[src/rtl/csi2_pkt_ctrl.sv]
// csi2_pkt_ctrl: CSI-2 packet sequencer that qualifies headers, strips CRC and emits payload
// with byte enables or sync pulses, and closes each packet with pkt_done_o.
module csi2_pkt_ctrl #(
   parameter bit          VC_FILTER_EN = 1'b1,
   parameter logic [1:0]  ACCEPT_VC    = 2'd0,
   parameter logic [15:0] MAX_WC       = 16'd8192
) (
   input  logic        clk_i,
   input  logic        srst_i,
   input  logic        valid_i,
   input  logic [31:0] data_i,
   input  logic        error_i,
   input  logic        error_corrected_i,
   output logic        pkt_done_o,
   output logic        frame_start_o,
   output logic        frame_end_o,
   output logic        line_start_o,
   output logic        line_end_o,
   output logic [15:0] short_data_o,
   output logic [1:0]  vc_o,
   output logic [5:0]  dt_o,
   output logic [31:0] payload_o,
   output logic        payload_valid_o,
   output logic [3:0]  payload_keep_o,
   output logic        payload_last_o,
   output logic        payload_sof_o,
   output logic [15:0] hdr_err_cnt_o,
   output logic [15:0] hdr_corr_cnt_o
);
   typedef enum logic [1:0] {IDLE, PAYLOAD, WAIT_GAP} state_t;
   state_t state, state_n;
   logic [15:0] wc, idx;
   logic [16:0] nw;
   logic filtered, sof;
   logic hdr, word, is_long, bad, last_word, emit;
   logic [5:0] h_dt;
   logic [15:0] h_wc;
   logic [1:0] h_vc;
   logic signed [17:0] rem;
   logic [3:0] keep;
   assign h_dt = data_i[5:0];
   assign h_vc = data_i[7:6];
   assign h_wc = data_i[23:8];
   assign hdr = state == IDLE && valid_i;
   assign word = state == PAYLOAD && valid_i;
   assign is_long = h_dt >= 6'h10;
   assign bad = (error_i && !error_corrected_i) || (is_long && h_wc > MAX_WC);
   // Bytes still owed to the payload before this word; zero or below means CRC only.
   assign rem = $signed({2'b00, wc}) - $signed({idx, 2'b00});
   assign keep = rem >= 18'sd4 ? 4'hF : rem == 18'sd3 ? 4'h7 : rem == 18'sd2 ? 4'h3 :
                 rem == 18'sd1 ? 4'h1 : 4'h0;
   assign last_word = {1'b0, idx} == nw - 17'd1;
   assign emit = keep != 4'h0 && !filtered;
   always_comb begin
      state_n = state;
      case (state)
         IDLE:     state_n = valid_i ? ((bad || !is_long) ? WAIT_GAP : PAYLOAD) : IDLE;
         PAYLOAD:  state_n = (word && last_word) ? WAIT_GAP : PAYLOAD;
         WAIT_GAP: state_n = valid_i ? WAIT_GAP : IDLE;
         default:  state_n = IDLE;
      endcase
   end
   always_ff @(posedge clk_i or posedge srst_i) begin
      if (srst_i) state <= IDLE;
      else state <= state_n;
   end
   always_ff @(posedge clk_i or posedge srst_i) begin
      if (srst_i) begin
         pkt_done_o      <= 1'b0;
         frame_start_o   <= 1'b0;
         frame_end_o     <= 1'b0;
         line_start_o    <= 1'b0;
         line_end_o      <= 1'b0;
         short_data_o    <= '0;
         vc_o            <= '0;
         dt_o            <= '0;
         payload_o       <= '0;
         payload_valid_o <= 1'b0;
         payload_keep_o  <= '0;
         payload_last_o  <= 1'b0;
         payload_sof_o   <= 1'b0;
         hdr_err_cnt_o   <= '0;
         hdr_corr_cnt_o  <= '0;
         wc              <= '0;
         idx             <= '0;
         nw              <= '0;
         filtered        <= 1'b0;
         sof             <= 1'b0;
      end else begin
         pkt_done_o      <= 1'b0;
         frame_start_o   <= 1'b0;
         frame_end_o     <= 1'b0;
         line_start_o    <= 1'b0;
         line_end_o      <= 1'b0;
         payload_valid_o <= 1'b0;
         payload_keep_o  <= '0;
         payload_last_o  <= 1'b0;
         payload_sof_o   <= 1'b0;
         if (hdr) begin
            vc_o     <= h_vc;
            dt_o     <= h_dt;
            wc       <= h_wc;
            nw       <= ({1'b0, h_wc} + 17'd5) >> 2;
            idx      <= '0;
            filtered <= VC_FILTER_EN && h_vc != ACCEPT_VC;
            if (bad) begin
               pkt_done_o    <= 1'b1;
               hdr_err_cnt_o <= hdr_err_cnt_o == 16'hFFFF ? hdr_err_cnt_o : hdr_err_cnt_o + 16'd1;
            end else begin
               if (error_i)
                  hdr_corr_cnt_o <= hdr_corr_cnt_o == 16'hFFFF ? hdr_corr_cnt_o : hdr_corr_cnt_o + 16'd1;
               if (!is_long) begin
                  short_data_o  <= h_wc;
                  pkt_done_o    <= 1'b1;
                  frame_start_o <= h_dt == 6'h00;
                  frame_end_o   <= h_dt == 6'h01;
                  line_start_o  <= h_dt == 6'h02;
                  line_end_o    <= h_dt == 6'h03;
                  if (h_dt == 6'h00) sof <= 1'b1;
                  if (h_dt == 6'h01) sof <= 1'b0;
               end
            end
         end
         if (word) begin
            idx             <= idx + 16'd1;
            payload_o       <= data_i;
            payload_keep_o  <= keep;
            payload_valid_o <= emit;
            payload_last_o  <= keep != 4'h0 && rem <= 18'sd4;
            payload_sof_o   <= sof && emit;
            pkt_done_o      <= last_word;
            if (emit) sof <= 1'b0;
         end
      end
   end
endmodule
[config.mk]
export PLATFORM = sky130hd
export DESIGN_NAME = csi2_pkt_ctrl
export DESIGN_NICKNAME = d
export VERILOG_FILES = /design/src/rtl/csi2_pkt_ctrl.sv
export SDC_FILE = /design/constraint.sdc
export NUM_CORES = 1
export LEC_CHECK = 0
export CAP_MARGIN = 20
export CORE_MARGIN = 1.5
export CORE_UTILIZATION = 53
export CTS_CLUSTER_SIZE = 40
export DETAILED_ROUTE_END_ITERATION = 16
export PLACE_DENSITY = 0.8
export SYNTH_ARGS = -nofsm -noshare
export SYNTH_HDL_FRONTEND = slang
export SYNTH_SLANG_ARGS = --single-unit
[constraint.sdc]
create_clock -name clk_i -period 6.7 [get_ports clk_i]
set_input_delay 1.34 -clock clk_i [delete_from_list [all_inputs] [get_ports clk_i]]
set_output_delay 1.34 -clock clk_i [all_outputs]
set_load 0.01 [all_outputs]
==> out/metrics.csv, run 1 <==
stage;metric;value;unit
cts;cts_made_buffers;17;
cts;clk_latency;420;ps
route;dr_wl_met3;1490;um
sta;max_freq;273;MHz
critical_path;crit_path_start_kind;primary input;
synthesis;yosys.area.top_type;dfrtp_1;
synthesis;synth-seq-area-share;48.1;%
pwr;internal_power;2030;uW
finish;layout_common_cells;nand2_1, dfrtp_1, clkdlybuf4s50_1, o21ai_0, xnor2_1;
cts;clk_pin_slew;60;ps
floorplanning;die_h;125;um
flow_run;drv_cap;0;
synthesis;yosys_warnings;0;
synthesis;synth_nets;919;
finish;fin_nets;1041;
pwr;swShare;31.6;%
finish;mostFrequentLayoutCell;nand2_1;
sta;final_hold_viol_count;0;
route;met2_length;10100;um
pwr;seq_power_share;39.9;%
route;drt_pass1_iterations;5;
place;portBuffers;136;
sta;setup_violations;0;
route;maxUsedRoutingLayer;met4;
synthesis;ys_ff_latch;151;
hold_path;hold_start;payload_o[5];
finish;drive_gt1_share;7.52;%
cts;ctsHtreeMaxLevel;4;
pwr;p_leak;0.00444;uW
sta;tns;0;ps
pwr;switchingPower;935;uW
global_routing;grt_pass1_vias;6775;
critical_path;worst-path-max-fanout;21;
floorplanning;rows;44;
synthesis;netlist_instances;863;
critical_path;crit_type;in2reg;
floorplanning;dieArea;15600;um2
place;gp_congestion;0.905;
cts;cts-root-buf;clkbuf_16;
critical_path;end_kind;flip-flop;
route;wl_per_cell;17.5;um
floorplanning;fp.dieW;125;um
route;vias;6729;
global_routing;overflow;0;
synthesis;synth_area_leaders;dfrtp_1, nand2_1, xnor2_1;
route;wl;20700;um
global_routing;grt_pass1_wl;34100;um
pwr;comb_power_share;27.5;%
synthesis;netlist-cell-type-count;70;
critical_path;required;7050;ps
synthesis;synth_edf_count;0;
synthesis;synth_top_area_share;48.1;%
pwr;powerDensity;297;nW/um2
floorplanning;initial_core_util;54.3;%
sta;slew_headroom;40.8;%
sta;finalWorstPathRequiredPeriod;3670;ps
pwr;clkPwrFrac;32.6;%
hold_path;holdCritPathClass;reg2reg;
pwr;peakVddDrop;0.202;mV
route;drtIter0Drc;493;
cts;cts_buffer_depth;2;
floorplanning;coreArea;14500;um2
global_routing;gr-usage-all-layers;27.4;%
critical_path;cp-startpoint;valid_i;
route;vias_per_cell;5.69;
sta;worst_slew_pin_slew;888;ps
global_routing;grt_max_degree;103;
synthesis;async_flop_share;100;%
sta;finClkSkew;7.81;ps
floorplanning;io_pins;137;
finish;area_growth;26.7;%
route;antenna_left;0;
finish;multiInputGateArea;3790;um2
cts;cts_resized;0;
finish;fill_cells;1078;
sta;drv_slew;0;
cts;post_cts_buffers;0;
finish;seqCellArea;3780;um2
finish;antenna_cells;0;
critical_path;critPathArrivalTime;4020;ps
place;dpl.hpwl;14500;um
pwr;power;2960;uW
synthesis;syn_area;7860;um2
cts;cts-hold-fix-buffers;0;
synthesis;avgSynthCellArea;9.10;um2
route;drc_errors;0;
run_status;outcome;complete, no violations;
cts;cts_tree;built;
critical_path;reg2reg_from;idx[0];
global_routing;grt_antenna_before_repair;0;
sta;rsz0062_at_grt;no;
synthesis;synth_ff_type;dfrtp_1;
cts;cts.sinks;151;
finish;final_util;68.7;%
sta;period_share;54.7;%
route;wl_met1;8700;um
stage by stage:
step | area [um2] | setup WS [ps] | cells | hold slack, ps
detailed placement | 9340 | 2050 | 1149 | 462
global route | 9950 | 2850 | 1182 | 492
floorplan | 7860 | 1300 | 863 | 452
CTS | 9930 | 2400 | 1181 | 477
global placement | 9340 | 2180 | 1149 | 457
finish | 9950 | 3030 | 1182 | 478
Yosys cell counts (4+ instances only):
cell type,number
nor3_2,4
nand3_1,29
xnor2_1,42
nor3_1,18
xor2_1,26
a211oi_1,6
inv_1,37
dfrtp_1,151
clkbuf_1,30
nor2b_1,6
nand2b_1,4
nor2_1,38
nand2_1,225
nand4_1,18
and4_1,4
a31oi_1,4
a211o_1,4
ha_1,18
a21o_1,9
mux2i_1,5
buf_2,6
o2111ai_1,5
nor4_1,9
o21ai_0,48
mux2_2,15
or3_1,11
and3_1,7
o21ai_1,4
a21oi_1,21
cells by family (layout without fill, tap and decap cells):
kind of cell | count (synthesis) | count (layout) | share of synthesized area [%]
and+or+nand+nor | 395 | 395 | 23.4
xor gates and xnor gates | 68 | 68 | 7.58
AOI/OAI and AO/OA | 135 | 135 | 11.2
buffers and inverters | 75 | 210 | 3.73
muxes | 20 | 20 | 2.79
DFF | 151 | 151 | 48.1
adders and majority gates | 19 | 19 | 3.12
registers in the layout, summed over array words and instances (netlist names), 2 cells and up:
name,cells
payload_o,32
hdr_corr_cnt_o,16
hdr_err_cnt_o,16
idx,16
short_data_o,16
wc,16
nw,15
dt_o,6
payload_keep_o,4
state,2
vc_o,2
critical path, cell delays in order:
cell	delay, ps
clkdlybuf4s50_1	500
nand2b_1	280
nand2b_2	400
or2_2	540
nor4_1	500
mux2i_1	280
o31a_1	170
path summary, 6_finish.rpt:
| kind | to | depth (start not counted) | slack (ps) |
|---|---|---|---|
| min in group asynchronous | hdr_err_cnt_o[7] | 2 | 1480 |
| max in group asynchronous | payload_o[7] | 3 | 4020 |
| setup / recovery | sof | 7 | 3030 |
| setup reg to reg | payload_keep_o[2] | 9 | 3420 |
| hold / removal | payload_o[5] | 2 | 480 |
| hold reg to reg | payload_o[5] | 2 | 480 |
routing by layer:
layer  up-vias  track usage (%)
met1      3277             34.8
met3        41             7.04
li1       3190                -
met4         0             8.32
met2       221             46.1
met5         -                0
power by group through the flow:
stage,combinational [uW],clock (uW),sequential [uW]
4_1_cts,812,970,1180
3_3_place_gp,784,0,1180
3_5_place_dp,802,0,1190
6_report,814,964,1180
5_1_grt,889,1010,1200
2_1_floorplan,395,0,1220
layout make-up:
type	instances	share of cell area, %
inverter	37	1.45
timing repair buffer	141	14.2
tap	184	2.31
multi-input combinational	637	38.1
clock buffer	19	4.55
clock inverter	13	1.45
sequential	151	38.0
Power figures use the tool's default switching activity.
==> run 2: changes to the inputs <==
==> constraint.sdc (replaced) <==
create_clock -name clk_i -period 3.8 [get_ports clk_i]
set_input_delay 0.76 -clock clk_i [delete_from_list [all_inputs] [get_ports clk_i]]
set_output_delay 0.76 -clock clk_i [all_outputs]
set_load 0.01 [all_outputs]
==> out/metrics.csv, run 2 (synthesis gave the netlist of run 1 again) <==
stage;metric;value;unit
run_status;outcome;complete, no violations;
cts;clk_latency;440;ps
floorplanning;initial_core_util;54.3;%
sta;worst_slew_pin_slew;804;ps
sta;setup_violations;0;
sta;final_hold_viol_count;0;
pwr;p_leak;0.00446;uW
pwr;peakVddDrop;0.383;mV
cts;cts.sinks;151;
route;vias;6655;
critical_path;crit_path_start_kind;flip-flop;
global_routing;grt_pass1_vias;6825;
cts;cts_tree;built;
route;drt_pass1_iterations;5;
finish;mostFrequentLayoutCell;nand2_1;
floorplanning;io_pins;137;
floorplanning;fp.dieW;125;um
critical_path;critPathBufInv;0;
critical_path;critPathMaxStageDelay;500;ps
critical_path;ff2ff_path_depth;9;
critical_path;crit_slowest_cell;nor4_1;
pwr;power;5180;uW
finish;largest_reg_flops;32;
cts;clk_pin_slew;70;ps
route;drc_errors;0;
finish;layout_common_cells;nand2_1, dfrtp_1, clkdlybuf4s50_1, o21ai_0, xnor2_1;
floorplanning;rows;44;
critical_path;crit_type;reg2reg;
route;drtIter0Drc;557;
place;gp_congestion;0.872;
sta;finClkSkew;13.3;ps
sta;tns;0;ps
finish;drive_gt1_share;8.16;%
pwr;powerDensity;518;nW/um2
place;portBuffers;136;
floorplanning;die_h;125;um
route;antenna_left;0;
critical_path;end_kind;flip-flop;
hold_path;hold_start;dt_o[1];
critical_path;critPathArrivalTime;3340;ps
sta;finalWorstPathRequiredPeriod;3050;ps
critical_path;r2r_slack;750;ps
critical_path;reg2reg_from;idx[0];
flow_run;drv_cap;0;
floorplanning;dieArea;15600;um2
global_routing;grt_antenna_before_repair;2;
global_routing;grt_max_degree;152;
critical_path;worst-path-max-fanout;7;
cts;cts-root-buf;clkbuf_16;
hold_path;min_delay_path_depth;2;
sta;rsz0062_at_grt;no;
cts;cts-hold-fix-buffers;0;
finish;area_growth;27.2;%
hold_path;min_to;dt_o[1];
sta;slew_headroom;46.4;%
cts;ctsHtreeMaxLevel;4;
critical_path;reg2reg_to;payload_keep_o[1];
global_routing;grt_pass1_wl;34400;um
sta;max_freq;328;MHz
route;wl_per_cell;17.2;um
finish;regMostFlops;payload_o;
critical_path;cp_top_family;compound AO/OA/AOI/OAI gates;
route;vias_per_cell;5.59;
sta;drv_slew;0;
route;wl;20500;um
floorplanning;coreArea;14500;um2
critical_path;required;4100;ps
global_routing;gr-usage-all-layers;27.7;%
hold_path;holdCritPathClass;reg2reg;
cts;cts_resized;0;
finish;fin_nets;1048;
cts;cts_buffer_depth;2;
critical_path;crit_chain;ha_1 -> fa_1 -> nand2b_2 -> a211o_1 -> a311oi_2 -> o41a_1 -> o2111ai_1 -> nor4_1 -> a21oi_1;
cts;cts_made_buffers;17;
sta;period_share;80.2;%
cts;post_cts_buffers;0;
global_routing;overflow;0;
place;dpl.hpwl;14400;um
==> run 2: how the worst max path moves through the flow <==
stage               start           endpoint  slack (ps)  cells past startpoint
5_1_grt            idx[3]  payload_keep_o[1]         390                      9
3_3_place_gp   data_i[10]             nw[13]         750                      9
4_1_cts            idx[0]  payload_keep_o[1]         770                      9
6_report           idx[0]  payload_keep_o[1]         750                      9
3_5_place_dp   data_i[13]  hdr_corr_cnt_o[6]         680                      8
2_1_floorplan      idx[0]  payload_keep_o[1]        1060                      9
==> run 2: area by class of cell <==
cell class                 instances  area [um2]
fill                            1102        4490
multi-input combinational        637        3790
sequential                       151        3780
timing repair buffer             148        1460
clock buffer                      17         425
tap                              184         230
clock inverter                    15         158
inverter                          37         143
antenna                            1        2.50
==> run 2: power breakdown <==
group          internal, uW  switching, uW  total (uW)
Clock                   927            745        1670
Sequential             1860            223        2080
Combinational           707            718        1430
==> run 2: routing by layer <==
metal | global-route usage, % | wire (um) | vias to the layer above
met5 | 0 | 0 | -
met4 | 8.72 | 365 | 0
met3 | 8.63 | 1560 | 30
met2 | 43.9 | 9710 | 232
met1 | 36.4 | 8900 | 3190
li1 | - | - | 3203
==> run 2: worst reg2reg max path, cell delays in order, from the launching register on <==
cell and delay [ps]:
dfrtp_1 450, ha_1 250, fa_1 380, nand2b_2 200
a211o_1 340, a311oi_2 290, o41a_1 210, o2111ai_1 150
nor4_1 500, a21oi_1 150
==> run 2: through the flow <==
stage	utilization (%)	cell area, um2	hold slack, ps	worst slack, ps	std cells
6_report	69.0	9990	473	754	1190
3_5_place_dp	65.0	9410	463	677	1157
4_1_cts	69.0	9990	477	768	1189
5_1_grt	69.0	9990	500	394	1190
2_1_floorplan	-	7860	452	1060	863
3_3_place_gp	65.0	9410	457	745	1157
==> patch 1 (flow settings as in run 2) <==
Set the parameter `VC_FILTER_EN` to 1'b0 (it was 1'b1).
--- a/src/rtl/csi2_pkt_ctrl.sv
+++ b/src/rtl/csi2_pkt_ctrl.sv
@@ -3,3 +3,3 @@
 module csi2_pkt_ctrl #(
-   parameter bit          VC_FILTER_EN = 1'b1,
+   parameter bit          VC_FILTER_EN = 1'b0,
    parameter logic [1:0]  ACCEPT_VC    = 2'd0,
Formal check against the unedited RTL: not equivalent (a bounded check fails within 4 cycles, from zero or initial values and one cycle with srst_i high).
==> patch 1 against run 2 <==
- synthesized cell count fell by 2.8%
- setup slack got worse by 0.20 ns
- wire length fell by 0.80%
- total power rose by 17%
- sequential share of layout area rose by 0.16 points
- area after synthesis fell by 2.5%
- final area fell by 1.1%
- sequential cell count fell by 1
==> patch 1: results (changes against run 2) <==
status:
  status: "completed"  # unchanged
finish:
  largest_reg_flops: 32  # unchanged
  diodes: 0  # was 1
  drive_gt1_frac: 0.0777  # was 0.0816
  fin_nets: 1034  # was 1048
detailed_routing:
  wl_per_cell_um: 17.4  # was 17.2 µm
  drtPass1Iterations: 5  # unchanged
  num_vias: 6554  # was 6655
  drt_iter0_markers: 458  # was 557
  avgViaCountPerCell: 5.60  # was 5.59
  m1WireLength_mm: 8.74  # was 8.90 mm
  topRoutingLayerUsed: "met4"  # unchanged
  dr_wl_met2_mm: 9.39  # was 9.71 mm
  met3_length_mm: 1.59  # was 1.56 mm
grt:
  grt.total_usage: 0.284  # was 0.277
  grt_max_degree: 151  # was 152
  grt_pass1_wl_mm: 32.5  # was 34.4 mm
  grt_pass1_vias: 6239  # was 6825
  grt_antenna_before_repair: 0  # was 2
setup_path:
  cp_data_arrival_time_ns: 3.57  # was 3.34 ns
synth:
  ys_types: 61  # was 70
  synthTopCellsByArea: "dfrtp_1 49%, nand2_1 11%, xnor2_1 4.3%"  # was dfrtp_1 48%, nand2_1 11%, xnor2_1 4.7%
  ys.flop_type: "dfrtp_1"  # unchanged
  syn_inst: 839  # was 863
  ys_seq_area_frac: 0.490  # was 0.481
  synth.net_count: 895  # was 919
  ys_top_cells_by_count: "222 x nand2_1, 150 x dfrtp_1, 52 x o21ai_0, 43 x nor2_1, 38 x xnor2_1"  # was 225 x nand2_1, 151 x dfrtp_1, 48 x o21ai_0, 42 x xnor2_1, 38 x nor2_1
timing:
  worstMarginPinSlew_ns: 0.788  # was 0.804 ns
  fin_skew_ns: 0.00778  # was 0.0133 ns
placement:
  placed_area_mm2: 0.00926  # was 0.00941 mm²
  gp_congestion: 0.845  # was 0.872
  dp_slack_ns: 0.390  # was 0.677 ns
  dpl.cell_count: 1138  # was 1157
  portBuffers: 136  # unchanged
  hpwl_mm: 14.6  # was 14.4 mm
worst_hold_path:
  hold_class: "register to register"  # unchanged
clock_tree:
  cts_setup_buffers: 0  # unchanged
  cts_resized: 0  # unchanged
  clock_latency_ns: 0.42  # was 0.44 ns
  path_clk_slew_ns: 0.06
pwr:
  vdd_drop_max_v: 0.000478  # was 0.000383 V
  p_leak_nw: 4.50  # was 4.46 nW
[patch 1: final cells by class]
type,count,area (µm²)
inverters,28,109
fillers,1072,4100
multi-input cells,630,3690
well taps,180,225
repair buffers,151,1490
flip-flops and latches,150,3750
clock inverters,8,119
clock buffers,24,502
[patch 1: logic make-up after synthesis]
| kind of cell | after synthesis | share of synthesized area |
|---|---|---|
| and+or+nand+nor | 392 | 0.231 |
| muxes | 26 | 0.0369 |
| xor gates and xnor gates | 69 | 0.0789 |
| adders and majority gates | 19 | 0.0320 |
| DFF | 150 | 0.490 |
| buffers and inverters | 59 | 0.0296 |
| AOI/OAI and AO/OA | 124 | 0.101 |
[patch 1: where the power goes]
| part | switching [mW] | internal, mW |
|---|---|---|
| Sequential | 0.318 | 1.97 |
| Combinational | 1.02 | 1.01 |
| Clock | 0.640 | 1.12 |
| Total | 1.98 | 4.10 |
[patch 1: worst max-delay path, cell delays in order, from the launching register on]
cell	delay, ns
dfrtp_1	0.45
ha_1	0.24
fa_1	0.40
and2b_1	0.28
o21ai_0	0.15
a41o_1	0.27
nor4_1	0.39
nand4_1	0.17
nor4_2	0.43
a21oi_2	0.13
nor3_1	0.23
[patch 1: path summary, 6_finish.rpt]
path                               start         endpoint  slack, ns  cells after the start
min in group asynchronous         srst_i  short_data_o[5]       0.93                      3
setup / recovery                  idx[0]              sof       0.55                     10
hold / removal             payload_o[13]    payload_o[13]       0.47                      2
setup reg to reg                  idx[0]              sof       0.55                     10
hold reg to reg            payload_o[13]    payload_o[13]       0.47                      2
max in group asynchronous         srst_i  payload_valid_o       2.28                      3
[patch 1: routing by layer]
| metal | vias up | track usage |
|---|---|---|
| met5 | - | 0 |
| met4 | 0 | 0.107 |
| met3 | 40 | 0.0973 |
| met2 | 215 | 0.435 |
| met1 | 3150 | 0.374 |
| li1 | 3149 | - |
==> patch 2 (config.mk and constraints of run 2) <==
Made on the original files. The 3 states of `state_t` get a one-hot encoding in 3 bits.
--- a/src/rtl/csi2_pkt_ctrl.sv
+++ b/src/rtl/csi2_pkt_ctrl.sv
@@ -29,3 +29,3 @@
 );
-   typedef enum logic [1:0] {IDLE, PAYLOAD, WAIT_GAP} state_t;
+   typedef enum logic [2:0] {IDLE = 3'b001, PAYLOAD = 3'b010, WAIT_GAP = 3'b100} state_t;
    state_t state, state_n;
Check against the original RTL: same outputs for any inputs over 4 cycles, from zero or initial values and one cycle with srst_i high; so few cycles prove little.
==> patch 2 against run 2 <==
- setup slack got worse by 0.36 ns
- wire length is 5.7% higher
- clock skew fell by 0.0059 ns
- core utilization increased by 0.73 points
- area after synthesis is 2.4% higher
- final cell count is 3.2% higher
- final area increased by 2.6%
- sequential cell count increased by 1
Power is not compared: it rests on default switching activity, and its combinational part moved more than twofold at a synthesized area within 25%.
==> patch 2: results (changes against run 2) <==
finish:
  layout.cells.non_filler: 1228  # was 1190
  drive_gt1_frac: 0.0833  # was 0.0816
  nFillCells: 1090  # was 1102
  largest-register: "payload_o"  # unchanged
  fin_nets: 1087  # was 1048
  diodes: 0  # was 1
grt:
  grt_max_degree: 79  # was 152
  grt_pass1_vias: 6932  # was 6825
  grt_pass1_wl_mm: 35.7  # was 34.4 mm
  grt_antenna_before_repair: 0  # was 2
  grt.total_usage: 0.285  # was 0.277
synth:
  ys_top_cells_by_count: "225 x nand2_1, 151 x dfrtp_1, 54 x o21ai_0, 45 x xnor2_1, 40 x nor2_1"  # was 225 x nand2_1, 151 x dfrtp_1, 48 x o21ai_0, 42 x xnor2_1, 38 x nor2_1
  synthTopCellsByArea: "dfrtp_1 47%, nand2_1 11%, xnor2_1 4.9%"  # was dfrtp_1 48%, nand2_1 11%, xnor2_1 4.7%
  syn_inst: 891  # was 863
  ys_types: 71  # was 70
  synth.net_count: 947  # was 919
  yosysWarnings: 0  # unchanged
  ys_seq_area_frac: 0.473  # was 0.481
setup_path:
  rr_worst_depth: 10  # was 9
  rr_startpoint: "idx[0]"  # unchanged
  rrSetupSlack_ns: 0.39  # was 0.75 ns
  cp_data_arrival_time_ns: 3.76  # was 3.34 ns
  reg2reg_to: "payload_last_o"  # was payload_keep_o[1]
  cp_max_fo: 7  # unchanged
clock_tree:
  cts_root_buf: "clkbuf_16"  # unchanged
  cts_max_path_buffers: 2  # unchanged
  h-tree-depth: 4  # unchanged
  cts_resized: 0  # unchanged
  path_clk_slew_ns: 0.06
  cts_setup_buffers: 0  # unchanged
  clock_latency_ns: 0.43
worst_hold_path:
  min_to: "payload_o[5]"  # was dt_o[1]
  hold_depth: 2  # unchanged
  hp-start: "payload_o[5]"  # was dt_o[1]
pwr:
  vdd_drop_max_v: 0.000432
  p_leak_nw: 4.61
detailed_routing:
  num_vias: 7101  # was 6655
  drt_iter0_markers: 508  # was 557
  wl_per_cell_um: 17.7  # was 17.2 µm
  drtPass1Iterations: 5  # unchanged
placement:
  portBuffers: 136  # unchanged
  hpwl_mm: 15.6  # was 14.4 mm
  gp_congestion: 0.926  # was 0.872
  dpl.cell_count: 1196  # was 1157
timing:
  fin_skew_ns: 0.00744  # was 0.0133 ns
  slew_headroom: 0.311  # was 0.464
status:
  status: "completed"  # unchanged
## patch 2: cell types whose count changed in the layout (fill, tap and decap cells not counted), moves of 4 or more
cell,before,now
buf_4,11,20
or3_1,11,5
o211ai_1,3,7
inv_6,7,2
nor2_1,36,40
a31oi_1,4,10
nor3_1,18,23
nor3_2,4,0
a211oi_1,6,2
o21ai_0,48,54
## patch 2: logic make-up after synthesis
family                     share of synthesized area
xor gates and xnor gates                      0.0762
AOI/OAI and AO/OA                              0.111
and+or+nand+nor                                0.244
muxes                                         0.0300
adders and majority gates                     0.0305
buffers and inverters                         0.0353
DFF                                            0.473
## patch 2: worst max-delay path by stage
| stage | start | end | slack [ns] | cells past startpoint |
|---|---|---|---|---|
| 3_3_place_gp | data_i[15] | hdr_corr_cnt_o[10] | 0.41 | 9 |
| 2_1_floorplan | idx[0] | payload_last_o | 0.73 | 10 |
| 6_report | idx[0] | payload_last_o | 0.39 | 10 |
| 3_5_place_dp | data_i[15] | hdr_corr_cnt_o[10] | 0.37 | 9 |
| 4_1_cts | idx[0] | payload_last_o | 0.40 | 10 |
| 5_1_grt | idx[0] | payload_last_o | 0.15 | 10 |
## patch 2: power breakdown
group          leakage [nW]  internal, mW  switching [mW]  total (mW)
Sequential             1.97          2.06           0.354        2.41
Combinational          2.36          1.39            1.51        2.90
Clock                 0.272         0.925           0.706        1.63
Total                  4.61          4.38            2.57        6.94
## patch 2: critical path: stages, from the launching register on
cell and delay, ns:
dfrtp_1 0.47, ha_1 0.25, fa_1 0.41, nor2b_1 0.25, o2111ai_1 0.23, nand3_1 0.17, a31oi_1 0.11, a211o_1 0.30
or4_4 0.52, nor4b_4 0.41, nor3b_2 0.22
## patch 2: stage by stage
stage | instance area (µm²) | utilization | hold WS (ns) | total power, mW | setup slack (ns)
after floorplan | 8050 | - | 0.452 | 4.12 | 0.727
after global placement | 9690 | 0.659 | 0.457 | 5.24 | 0.409
after detailed placement | 9690 | 0.659 | 0.461 | 5.29 | 0.374
after CTS | 10300 | 0.697 | 0.478 | 6.94 | 0.398
after global routing | 10300 | 0.697 | 0.506 | 7.37 | 0.152
final | 10300 | 0.697 | 0.477 | 6.94 | 0.390
## patch 2: per-layer routing
metal / track usage / wire, µm / vias to the layer above
met3: 0.0586 / 1500 / 45
met5: 0 / 0 / -
li1: - / - / 3351
met4: 0.105 / 549 / 0
met2: 0.466 / 10400 / 272
met1: 0.377 / 9240 / 3433
## patch 2: cell type report
| class | instances | area (µm²) | area share |
|---|---|---|---|
| clock buffer | 19 | 443 | 0.0432 |
| inverter | 37 | 143 | 0.0139 |
| tap | 184 | 230 | 0.0225 |
| multi-input combinational | 665 | 3960 | 0.386 |
| timing repair buffer | 158 | 1550 | 0.151 |
| clock inverter | 13 | 123 | 0.0120 |
| sequential | 152 | 3800 | 0.371 |
